==> config.mk <==
export PLATFORM = sky130hd
export DESIGN_NAME = hazard_scoreboard_flat
export DESIGN_NICKNAME = d
export VERILOG_FILES = /design/src/rtl/cpu_types_pkg.sv /design/src/rtl/hazard_scoreboard_if.sv /design/src/rtl/sb_match.sv /design/src/rtl/hazard_scoreboard.sv /design/src/flat_wrapper.sv
export SDC_FILE = /design/constraint.sdc
export NUM_CORES = 1
export LEC_CHECK = 0
export CAP_MARGIN = 5
export CORE_ASPECT_RATIO = 0.6
export CORE_UTILIZATION = 50
export CTS_BUF_LIST = sky130_fd_sc_hd__clkbuf_8
export DETAILED_ROUTE_END_ITERATION = 6
export PLACE_DENSITY = 0.82
export SETUP_SLACK_MARGIN = 0.1
export SYNTH_ARGS = -nofsm -noshare
export SYNTH_HDL_FRONTEND = slang
export SYNTH_SLANG_ARGS = --single-unit
==> constraint.sdc <==
create_clock -name CLK -period 2.3 [get_ports CLK]
set_input_delay 0.46 -clock CLK [delete_from_list [all_inputs] [get_ports CLK]]
set_output_delay 0.46 -clock CLK [all_outputs]
set_load 0.1 [all_outputs]
==> src/rtl/cpu_types_pkg.sv <==
// Shared CPU types: register selects, scoreboard entries and the
// halt-drain state encoding used by the hazard scoreboard.
package cpu_types_pkg;

  localparam int REG_W = 5;

  typedef logic [REG_W-1:0] regbits_t;

  // One pending register write travelling down the pipeline.
  typedef struct packed {
    logic     v;
    regbits_t wsel;
    logic     load;
  } sb_entry_t;

  typedef enum logic [1:0] {
    RUN    = 2'd0,
    DRAIN  = 2'd1,
    HALTED = 2'd2
  } hz_state_t;

endpackage

==> src/rtl/hazard_scoreboard_if.sv <==
// Decode-side hazard interface: decode/EX status in, stall/flush/forward
// selects and halt/busy status out. Modport hz faces the scoreboard,
// modport tb faces whoever drives the decode stage.
interface hazard_scoreboard_if #(
  parameter int DEPTH = 3,
  parameter int REGW  = 5,
  parameter int FWDW  = $clog2(DEPTH + 1)
);

  logic            advance;
  logic            id_valid;
  logic [REGW-1:0] id_rs;
  logic [REGW-1:0] id_rt;
  logic            id_use_rs;
  logic            id_use_rt;
  logic            id_wen;
  logic [REGW-1:0] id_wsel;
  logic            id_load;
  logic            id_halt;
  logic            ex_branch_taken;
  logic            stall;
  logic            flush;
  logic [FWDW-1:0] fwd_a;
  logic [FWDW-1:0] fwd_b;
  logic            halt;
  logic            busy;

  modport hz (
    input  advance, id_valid, id_rs, id_rt, id_use_rs, id_use_rt,
           id_wen, id_wsel, id_load, id_halt, ex_branch_taken,
    output stall, flush, fwd_a, fwd_b, halt, busy
  );

  modport tb (
    output advance, id_valid, id_rs, id_rt, id_use_rs, id_use_rt,
           id_wen, id_wsel, id_load, id_halt, ex_branch_taken,
    input  stall, flush, fwd_a, fwd_b, halt, busy
  );

endinterface

==> src/rtl/sb_match.sv <==
// Combinational priority finder: returns the lowest scoreboard stage whose
// pending write targets register r, plus a hit flag. Register 0 and an
// operand that is not read never match.
module sb_match #(
  parameter int DEPTH = 3,
  parameter int REGW  = 5,
  parameter int IDXW  = 2
) (
  input  logic [DEPTH-1:0]           v,
  input  logic [DEPTH-1:0][REGW-1:0] wsel,
  input  logic [REGW-1:0]            r,
  input  logic                       use_r,
  output logic [IDXW-1:0]            idx,
  output logic                       hit
);

  logic [DEPTH-1:0] hits;

  generate
    for (genvar gi = 0; gi < DEPTH; gi++) begin : g_hit
      assign hits[gi] = v[gi] & use_r & (r != '0) & (wsel[gi] == r);
    end
  endgenerate

  // Scan from the oldest stage down so the nearest producer wins.
  always_comb begin
    idx = '0;
    hit = 1'b0;
    for (int s = DEPTH - 1; s >= 0; s--) begin
      if (hits[s]) begin
        idx = IDXW'(s);
        hit = 1'b1;
      end
    end
  end

endmodule

==> src/rtl/hazard_scoreboard.sv <==
// Hazard scoreboard beside the decode stage: tracks in-flight register
// writes in a DEPTH-entry shift scoreboard (0 = EX), produces load-use
// stall, branch flush and operand forward selects, and drains the pipeline
// before raising a sticky halt.
// Build option HAZARD_FWD_EN: when defined, operands are forwarded from the
// nearest producer; when undefined, forward selects stay 0 and any pending
// write to a source register interlocks decode until it retires.
module hazard_scoreboard
  import cpu_types_pkg::*;
#(
  parameter int DEPTH = 3,
  // Entries are stored as sb_entry_t, so REGW tracks the regbits_t width.
  parameter int REGW  = $bits(regbits_t),
  parameter int FWDW  = $clog2(DEPTH + 1)
) (
  input logic             CLK,
  input logic             nRST,
  hazard_scoreboard_if.hz bus
);

  sb_entry_t [DEPTH-1:0]           sb;
  hz_state_t                       state;
  logic                            halt_reg;

  logic [DEPTH-1:0]                v_vec;
  logic [DEPTH-1:0][REGW-1:0]      wsel_vec;
  logic [FWDW-1:0]                 rs_idx;
  logic [FWDW-1:0]                 rt_idx;
  logic                            rs_hit;
  logic                            rt_hit;
  logic                            load_use;
  logic                            raw_stall;
  logic                            flush_int;
  logic                            stall_int;
  logic                            bubble;
  logic                            halt_accept;
  logic                            busy_int;
  sb_entry_t                       entry_new;
  logic                            unused_last_load;

  generate
    for (genvar gi = 0; gi < DEPTH; gi++) begin : g_unpack
      assign v_vec[gi]    = sb[gi].v;
      assign wsel_vec[gi] = sb[gi].wsel;
    end
  endgenerate

  // The load flag only matters in EX; the oldest copy has no consumer.
  assign unused_last_load = sb[DEPTH-1].load;

  sb_match #(.DEPTH(DEPTH), .REGW(REGW), .IDXW(FWDW)) u_match_rs (
    .v     (v_vec),
    .wsel  (wsel_vec),
    .r     (bus.id_rs),
    .use_r (bus.id_use_rs),
    .idx   (rs_idx),
    .hit   (rs_hit)
  );

  sb_match #(.DEPTH(DEPTH), .REGW(REGW), .IDXW(FWDW)) u_match_rt (
    .v     (v_vec),
    .wsel  (wsel_vec),
    .r     (bus.id_rt),
    .use_r (bus.id_use_rt),
    .idx   (rt_idx),
    .hit   (rt_hit)
  );

  assign busy_int = |v_vec;

  // A load in EX cannot be forwarded to the instruction right behind it.
  assign load_use = sb[0].v & sb[0].load &
                    ((rs_hit & (rs_idx == '0)) | (rt_hit & (rt_idx == '0)));

`ifdef HAZARD_FWD_EN
  assign raw_stall = 1'b0;
  assign bus.fwd_a = rs_hit ? rs_idx + FWDW'(1) : '0;
  assign bus.fwd_b = rt_hit ? rt_idx + FWDW'(1) : '0;
`else
  assign raw_stall = rs_hit | rt_hit;
  assign bus.fwd_a = '0;
  assign bus.fwd_b = '0;
`endif

  // A taken branch squashes decode, so a hazard on that instruction is moot;
  // draining or halted always holds the front end.
  assign flush_int   = bus.ex_branch_taken;
  assign stall_int   = (state != RUN) | ((load_use | raw_stall) & ~flush_int);
  assign bubble      = stall_int | flush_int | (state == DRAIN);
  assign halt_accept = bus.id_valid & bus.id_halt & ~flush_int & ~stall_int;
  assign entry_new   = {bus.id_valid & bus.id_wen & (bus.id_wsel != '0),
                        bus.id_wsel, bus.id_load};

  assign bus.stall = stall_int;
  assign bus.flush = flush_int;
  assign bus.busy  = busy_int;
  assign bus.halt  = halt_reg;

  // Shift the scoreboard one stage per advancing edge; EX takes decode or a bubble.
  always_ff @(posedge CLK or negedge nRST) begin
    if (!nRST) begin
      sb <= '0;
    end else if (bus.advance) begin
      for (int k = DEPTH - 1; k >= 1; k--) begin
        sb[k] <= sb[k-1];
      end
      sb[0] <= bubble ? '0 : entry_new;
    end
  end

  // Halt-drain FSM: accept HALT, wait for the scoreboard to empty, then halt forever.
  always_ff @(posedge CLK or negedge nRST) begin
    if (!nRST) begin
      state    <= RUN;
      halt_reg <= 1'b0;
    end else if (bus.advance) begin
      case (state)
        RUN: begin
          if (halt_accept) begin
            state <= DRAIN;
          end
        end
        DRAIN: begin
          if (!busy_int) begin
            state    <= HALTED;
            halt_reg <= 1'b1;
          end
        end
        default: begin
          state    <= HALTED;
          halt_reg <= 1'b1;
        end
      endcase
    end
  end

endmodule

==> src/flat_wrapper.sv <==
// flat-port wrapper written by rule: the top's interface ports become plain ports
module hazard_scoreboard_flat import cpu_types_pkg::*;
#(
  parameter int DEPTH = 3,
                                                                          
  parameter int REGW  = $bits(regbits_t),
  parameter int FWDW  = $clog2(DEPTH + 1)
)
  (CLK, nRST, bus_advance, bus_id_valid, bus_id_rs, bus_id_rt, bus_id_use_rs, bus_id_use_rt, bus_id_wen, bus_id_wsel, bus_id_load, bus_id_halt, bus_ex_branch_taken, bus_stall, bus_flush, bus_fwd_a, bus_fwd_b, bus_halt, bus_busy);
  hazard_scoreboard_if #(.DEPTH(DEPTH), .REGW(REGW), .FWDW(FWDW)) bus_i ();
  input logic CLK;
  input logic nRST;
  input wire logic [$bits(bus_i.advance)-1:0] bus_advance;
  input wire logic [$bits(bus_i.id_valid)-1:0] bus_id_valid;
  input wire logic [$bits(bus_i.id_rs)-1:0] bus_id_rs;
  input wire logic [$bits(bus_i.id_rt)-1:0] bus_id_rt;
  input wire logic [$bits(bus_i.id_use_rs)-1:0] bus_id_use_rs;
  input wire logic [$bits(bus_i.id_use_rt)-1:0] bus_id_use_rt;
  input wire logic [$bits(bus_i.id_wen)-1:0] bus_id_wen;
  input wire logic [$bits(bus_i.id_wsel)-1:0] bus_id_wsel;
  input wire logic [$bits(bus_i.id_load)-1:0] bus_id_load;
  input wire logic [$bits(bus_i.id_halt)-1:0] bus_id_halt;
  input wire logic [$bits(bus_i.ex_branch_taken)-1:0] bus_ex_branch_taken;
  output wire logic [$bits(bus_i.stall)-1:0] bus_stall;
  output wire logic [$bits(bus_i.flush)-1:0] bus_flush;
  output wire logic [$bits(bus_i.fwd_a)-1:0] bus_fwd_a;
  output wire logic [$bits(bus_i.fwd_b)-1:0] bus_fwd_b;
  output wire logic [$bits(bus_i.halt)-1:0] bus_halt;
  output wire logic [$bits(bus_i.busy)-1:0] bus_busy;
  assign bus_i.advance = bus_advance;
  assign bus_i.id_valid = bus_id_valid;
  assign bus_i.id_rs = bus_id_rs;
  assign bus_i.id_rt = bus_id_rt;
  assign bus_i.id_use_rs = bus_id_use_rs;
  assign bus_i.id_use_rt = bus_id_use_rt;
  assign bus_i.id_wen = bus_id_wen;
  assign bus_i.id_wsel = bus_id_wsel;
  assign bus_i.id_load = bus_id_load;
  assign bus_i.id_halt = bus_id_halt;
  assign bus_i.ex_branch_taken = bus_ex_branch_taken;
  assign bus_stall = bus_i.stall;
  assign bus_flush = bus_i.flush;
  assign bus_fwd_a = bus_i.fwd_a;
  assign bus_fwd_b = bus_i.fwd_b;
  assign bus_halt = bus_i.halt;
  assign bus_busy = bus_i.busy;
  hazard_scoreboard #(.DEPTH(DEPTH), .REGW(REGW), .FWDW(FWDW)) u_core (.CLK(CLK), .nRST(nRST), .bus(bus_i));
endmodule
; ---- After elaboration in Yosys (flattened, before gate mapping)
; Cells that the tools add are included.
[word_totals]
reg_bits = 22
wordCells = 83
input_bits = 25
[classes]
n_bitwise = 37
n_reduce_logical = 10
n_eq_ne = 9
n_mux = 18
[op_table]
columns = cell, n
row1 = 5-bit equality test, 6
row2 = 1-bit AND, 28
row3 = 2-bit 2-to-1 mux, 8
row4 = 5-bit nonzero test, 3
row5 = 1-bit 2-to-1 mux, 7
row6 = 7-bit 2-to-1 mux, 1
row7 = 2-bit logical NOT, 3
row8 = 1-bit bitwise OR, 6
row9 = 3-bit AND reduction, 2
row10 = 2-bit case mux with 2 select lines, 1
row11 = 1-bit inverter, 3
row12 = 3-bit OR reduction, 1
row13 = 2-bit by 1-bit equality test with 1-bit output (second input constant), 1
row14 = 2-bit by 1-bit != test with 1-bit output (second input constant), 1
row15 = 2-bit != test (second input constant), 1
row16 = 1-bit case mux with 2 select lines, 1
row17 = 2-bit nonzero test, 1

; ---- Logic depth before layout (Yosys ltp)
[depth]
ltp_word = 17
depth_mapped = 6

; ---- By module
; From an unflattened synthesis, not the netlist that was laid out.
[hier_totals]
hier_cells = 119
area_unflattened_um2 = 1295.0
[by_module_without_submodules]
columns = mod, cells_each, n_inst, area_per_inst_um2, seq_area_each_um2
row1 = hazard_scoreboard, 65, 1, 862.1, 525.5
row2 = sb_match, 27, 2, 216.5, 0.0

; ---- Least setup slack after synthesis
; OpenSTA, ideal clock, no wires.
[synth_timing]
kind = input port to output port
start = input port bus_id_rs[4]
end = output port bus_stall
slack_ps = -1579
arrival_ps = 3419
required_time_ps = 1840
cell_stages = 6
cell_sequence = xor2_1 > nor4_2 > nand3_1 > a31oi_1 > nor2_4 > o21ai_0
[synth_between]
elab_chain_len = 13
[synth_rtl]
columns = element, line
row1 = "start, declared", flat_wrapper.sv:15  ; input wire logic [$bits(bus_i.id_rs)-1:0] bus_id_rs;
row2 = 5-bit nonzero test, sb_match.sv:21  ; assign hits[gi] = v[gi] & use_r & (r != '0) & (wsel[gi] == r);
row3 = 1-bit AND (2 in a row), sb_match.sv:21
row4 = 2-bit 2-to-1 mux (3 in a row), sb_match.sv:30  ; if (hits[s]) begin
row5 = 2-bit logical NOT, hazard_scoreboard.sv:73  ; ((rs_hit & (rs_idx == '0)) | (rt_hit & (rt_idx == '0)));
row6 = 1-bit AND, hazard_scoreboard.sv:73
row7 = 1-bit bitwise OR, hazard_scoreboard.sv:73
row8 = 1-bit AND, hazard_scoreboard.sv:72  ; assign load_use = sb[0].v & sb[0].load &
row9 = 1-bit bitwise OR *, hazard_scoreboard.sv:88  ; assign stall_int = (state != RUN) | ((load_use | raw_stall) & ~flush_int);
row10 = 1-bit AND *, hazard_scoreboard.sv:88
row11 = 1-bit bitwise OR *, hazard_scoreboard.sv:88
row12 = "end, declared", flat_wrapper.sv:24  ; output wire logic [$bits(bus_i.stall)-1:0] bus_stall;
; Mark *: on every way between the ends. The rest lies on a longest branch, timed or not.

; ---- Final worst setup path
[layout_timing]
start = input port bus_id_rs[2]
end = output port bus_stall
; Same word-level chain as after synthesis.

==> metrics <==
Cell Area, Synth=0.00126 mm^2; WHS Path Cells=1; Routed WL=3.37 mm; Layout Nets=180; failing checks=negative setup slack; area occupied by registers=531 um^2; hold path startpoint=u_core.bus.halt$_DFFE_PN0P_; Leakage=0.802 nW; ANT cells=0; initial antenna violation count=0; CP endpoint kind=output port; die area=0.00274 mm^2; worst setup margin=-0.134 ns; Area after DPL=0.00165 mm^2; status=complete, but fails checks; GR Overflow Total=0; Switching Fraction=28.1%; pre-CTS WS=-0.427 ns; filler instances=137; CP Data Required Time=1.84 ns; Pwr Density=435 mW/mm^2; Worst VDD drop=0.274 mV; CTS tree=done; min cycle time layout=2.43 ns; Setup CP Type=in -> out; Final Hold Viols=0; IO buf count=27; worst path arrival time=1.97 ns; FF-to-FF End=u_core.sb[2]$_DFFE_PN0P_; synth-to-layout area growth=39.9%; Initial Util=55.5%; chip width=66.9 um; DR pass1 iterations=4; max-slew violation count=0; Area contributors post-synth=dfrtp_1 42%, xor2_1 17%, mux2_2 11%; Synth Instances=113; largest area contributor in the netlist=dfrtp_1; final setup vio count=1; post-layout util=77.6%; worst clock skew=0.00153 ns; number of core rows=13; share of cells above drive strength 1=38.3%; DR iter-0 viols=77; Max clock buf depth=2; Internal=0.000553 W; number of flip-flops in the largest register=18; Peak Freq=0.411 GHz; clock sinks=21; final antenna-violating net count=0; Max Cap Violations=0; Gate power share=19.9%; die span in y=40.9 um; Tcrit/Tclk final=106%; Residual DRC=0; largest net degree at the start of global routing=22; sequential fraction of design power=48.0%; flop2flop setup slack=0.29 ns; IO Count=33; EDFF count, synth=0; Hold Path Class=reg -> reg; Hold Path End=u_core.bus.halt$_DFFE_PN0P_; clock buffer count from CTS=3; register area share after synthesis=41.6%; Net Switching=0.000216 W; DR WL/cell=18.3 um; Distinct cells, synth=26; final setup TNS=-0.134 ns; Worst setup SP type=input pin; Core Area=0.00228 mm^2; Yosys Warn Count=0; Root Buffer=clkbuf_8; total global-route track usage=28.1%; area occupied by multi-input gates=752 um^2; Detailed Place HPWL=2.48 mm; post-synth top area share=41.6%; H-tree depth=1; clock-pin slew on the worst setup and hold paths=0.08 ns; most frequent cells in the layout=24 x xor2_1, 17 x dfrtp_1, 15 x buf_4; routability cong.=0.922; Mean Syn Cell Area=11.2 um^2; global-route wire length before repair=5.13 mm; Final Cell Area=0.00177 mm^2; leading cell type in the layout, fill and taps excluded=xor2_1; Synth Flop Type=dfrtp_1; CP max FO=4; RSZ-0062 raised after global routing=true; DR vias=1,033; worst r2r src=u_core.sb[10]$_DFFE_PN0P_; vias per cell=5.61; synthesized flop and latch total=21; reg2reg path depth=8; asr flop ratio synth=100%; clock share of power=32.1%; clock latency on the worst-skew pair=0.27 ns; vias in the first global route=1,013
synth_stat cells, drive strengths merged (2+ instances only):
master,count
a31oi,2
o21ai,4
mux2,12
a32o,5
a22o,2
nor4,7
xor2,24
xnor2,6
or4,2
nor2,4
inv,2
dfrtp,21
buf,6
nand2b,2
nand3,7
critical path, stage by stage:
cell             delay, ns
clkdlybuf4s15_2       0.23
xor2_1                0.19
nor4_2                0.30
nand3_1               0.16
a31oi_4               0.22
nor2_4                0.07
o21ai_4               0.14
buf_12                0.19
cell families after synthesis:
| logic type | count (synthesis) | share of synthesized area [%] |
|---|---|---|
| AND/OR/NAND/NOR | 25 | 13.3 |
| multiplexers | 12 | 10.7 |
| flip-flops | 21 | 41.6 |
| buffers and inverters | 9 | 4.26 |
| XOR/XNOR | 30 | 20.8 |
| AO/OA/AOI/OAI | 15 | 9.11 |
| other | 1 | 0.297 |
power by group through the flow:
stage	registers, W	clock network, W	logic [W]
finish	0.000369	0.000247	0.000153
global route	0.000369	0.000267	0.000162
CTS	0.000369	0.000253	0.000151
detailed placement	0.000376	0	0.000150
global placement	0.000376	0	0.000146
floorplan	0.000376	0	0.0000761
worst max-delay path by stage:
stage               depth (start not counted)  slack (ns)                       from         to
floorplan                                   6       -0.01               bus_id_rs[0]  bus_stall
global placement                            8       -0.40               bus_id_rs[4]  bus_stall
detailed placement                          8       -0.43               bus_id_rs[2]  bus_stall
CTS                                         7       -0.12  u_core.sb[18]$_DFFE_PN0P_  bus_stall
global route                                7       -0.20  u_core.sb[10]$_DFFE_PN0P_  bus_stall
finish                                      8       -0.13               bus_id_rs[2]  bus_stall
metal layers:
layer  vias to the layer above  GRT usage, %  part of all wire, %
li1                        481             -                    -
met1                       504          38.6                   45
met2                        40          43.2                   45
met3                         8          8.61                  8.2
met4                         0          7.98                  1.5
met5                         -             0                    0
stage by stage:
stage	std cells	power [W]	hold WS, ns
4_1_cts	184	0.000772	0.477
6_report	184	0.000769	0.473
3_3_place_gp	176	0.000522	0.452
2_1_floorplan	116	0.000452	0.164
5_1_grt	184	0.000798	0.509
3_5_place_dp	176	0.000526	0.455
layout make-up:
cell class / count / share of cell area [%]
clock inverters: 1 / 0.283
inverters: 2 / 0.425
clock buffers: 3 / 2.34
flip-flops and latches: 21 / 30.0
well taps: 30 / 2.12
repair buffers: 41 / 22.3
multi-input cells: 86 / 42.5
timing repair:
action                                  in CTS  in global routing
pin swaps                                   15                  3
resized for setup                           32                  4
endpoints found under the setup margin       1                  1
buffers inserted                             4                  0
hold buffers                                 0                  0
(Power assumes the default switching activity.)
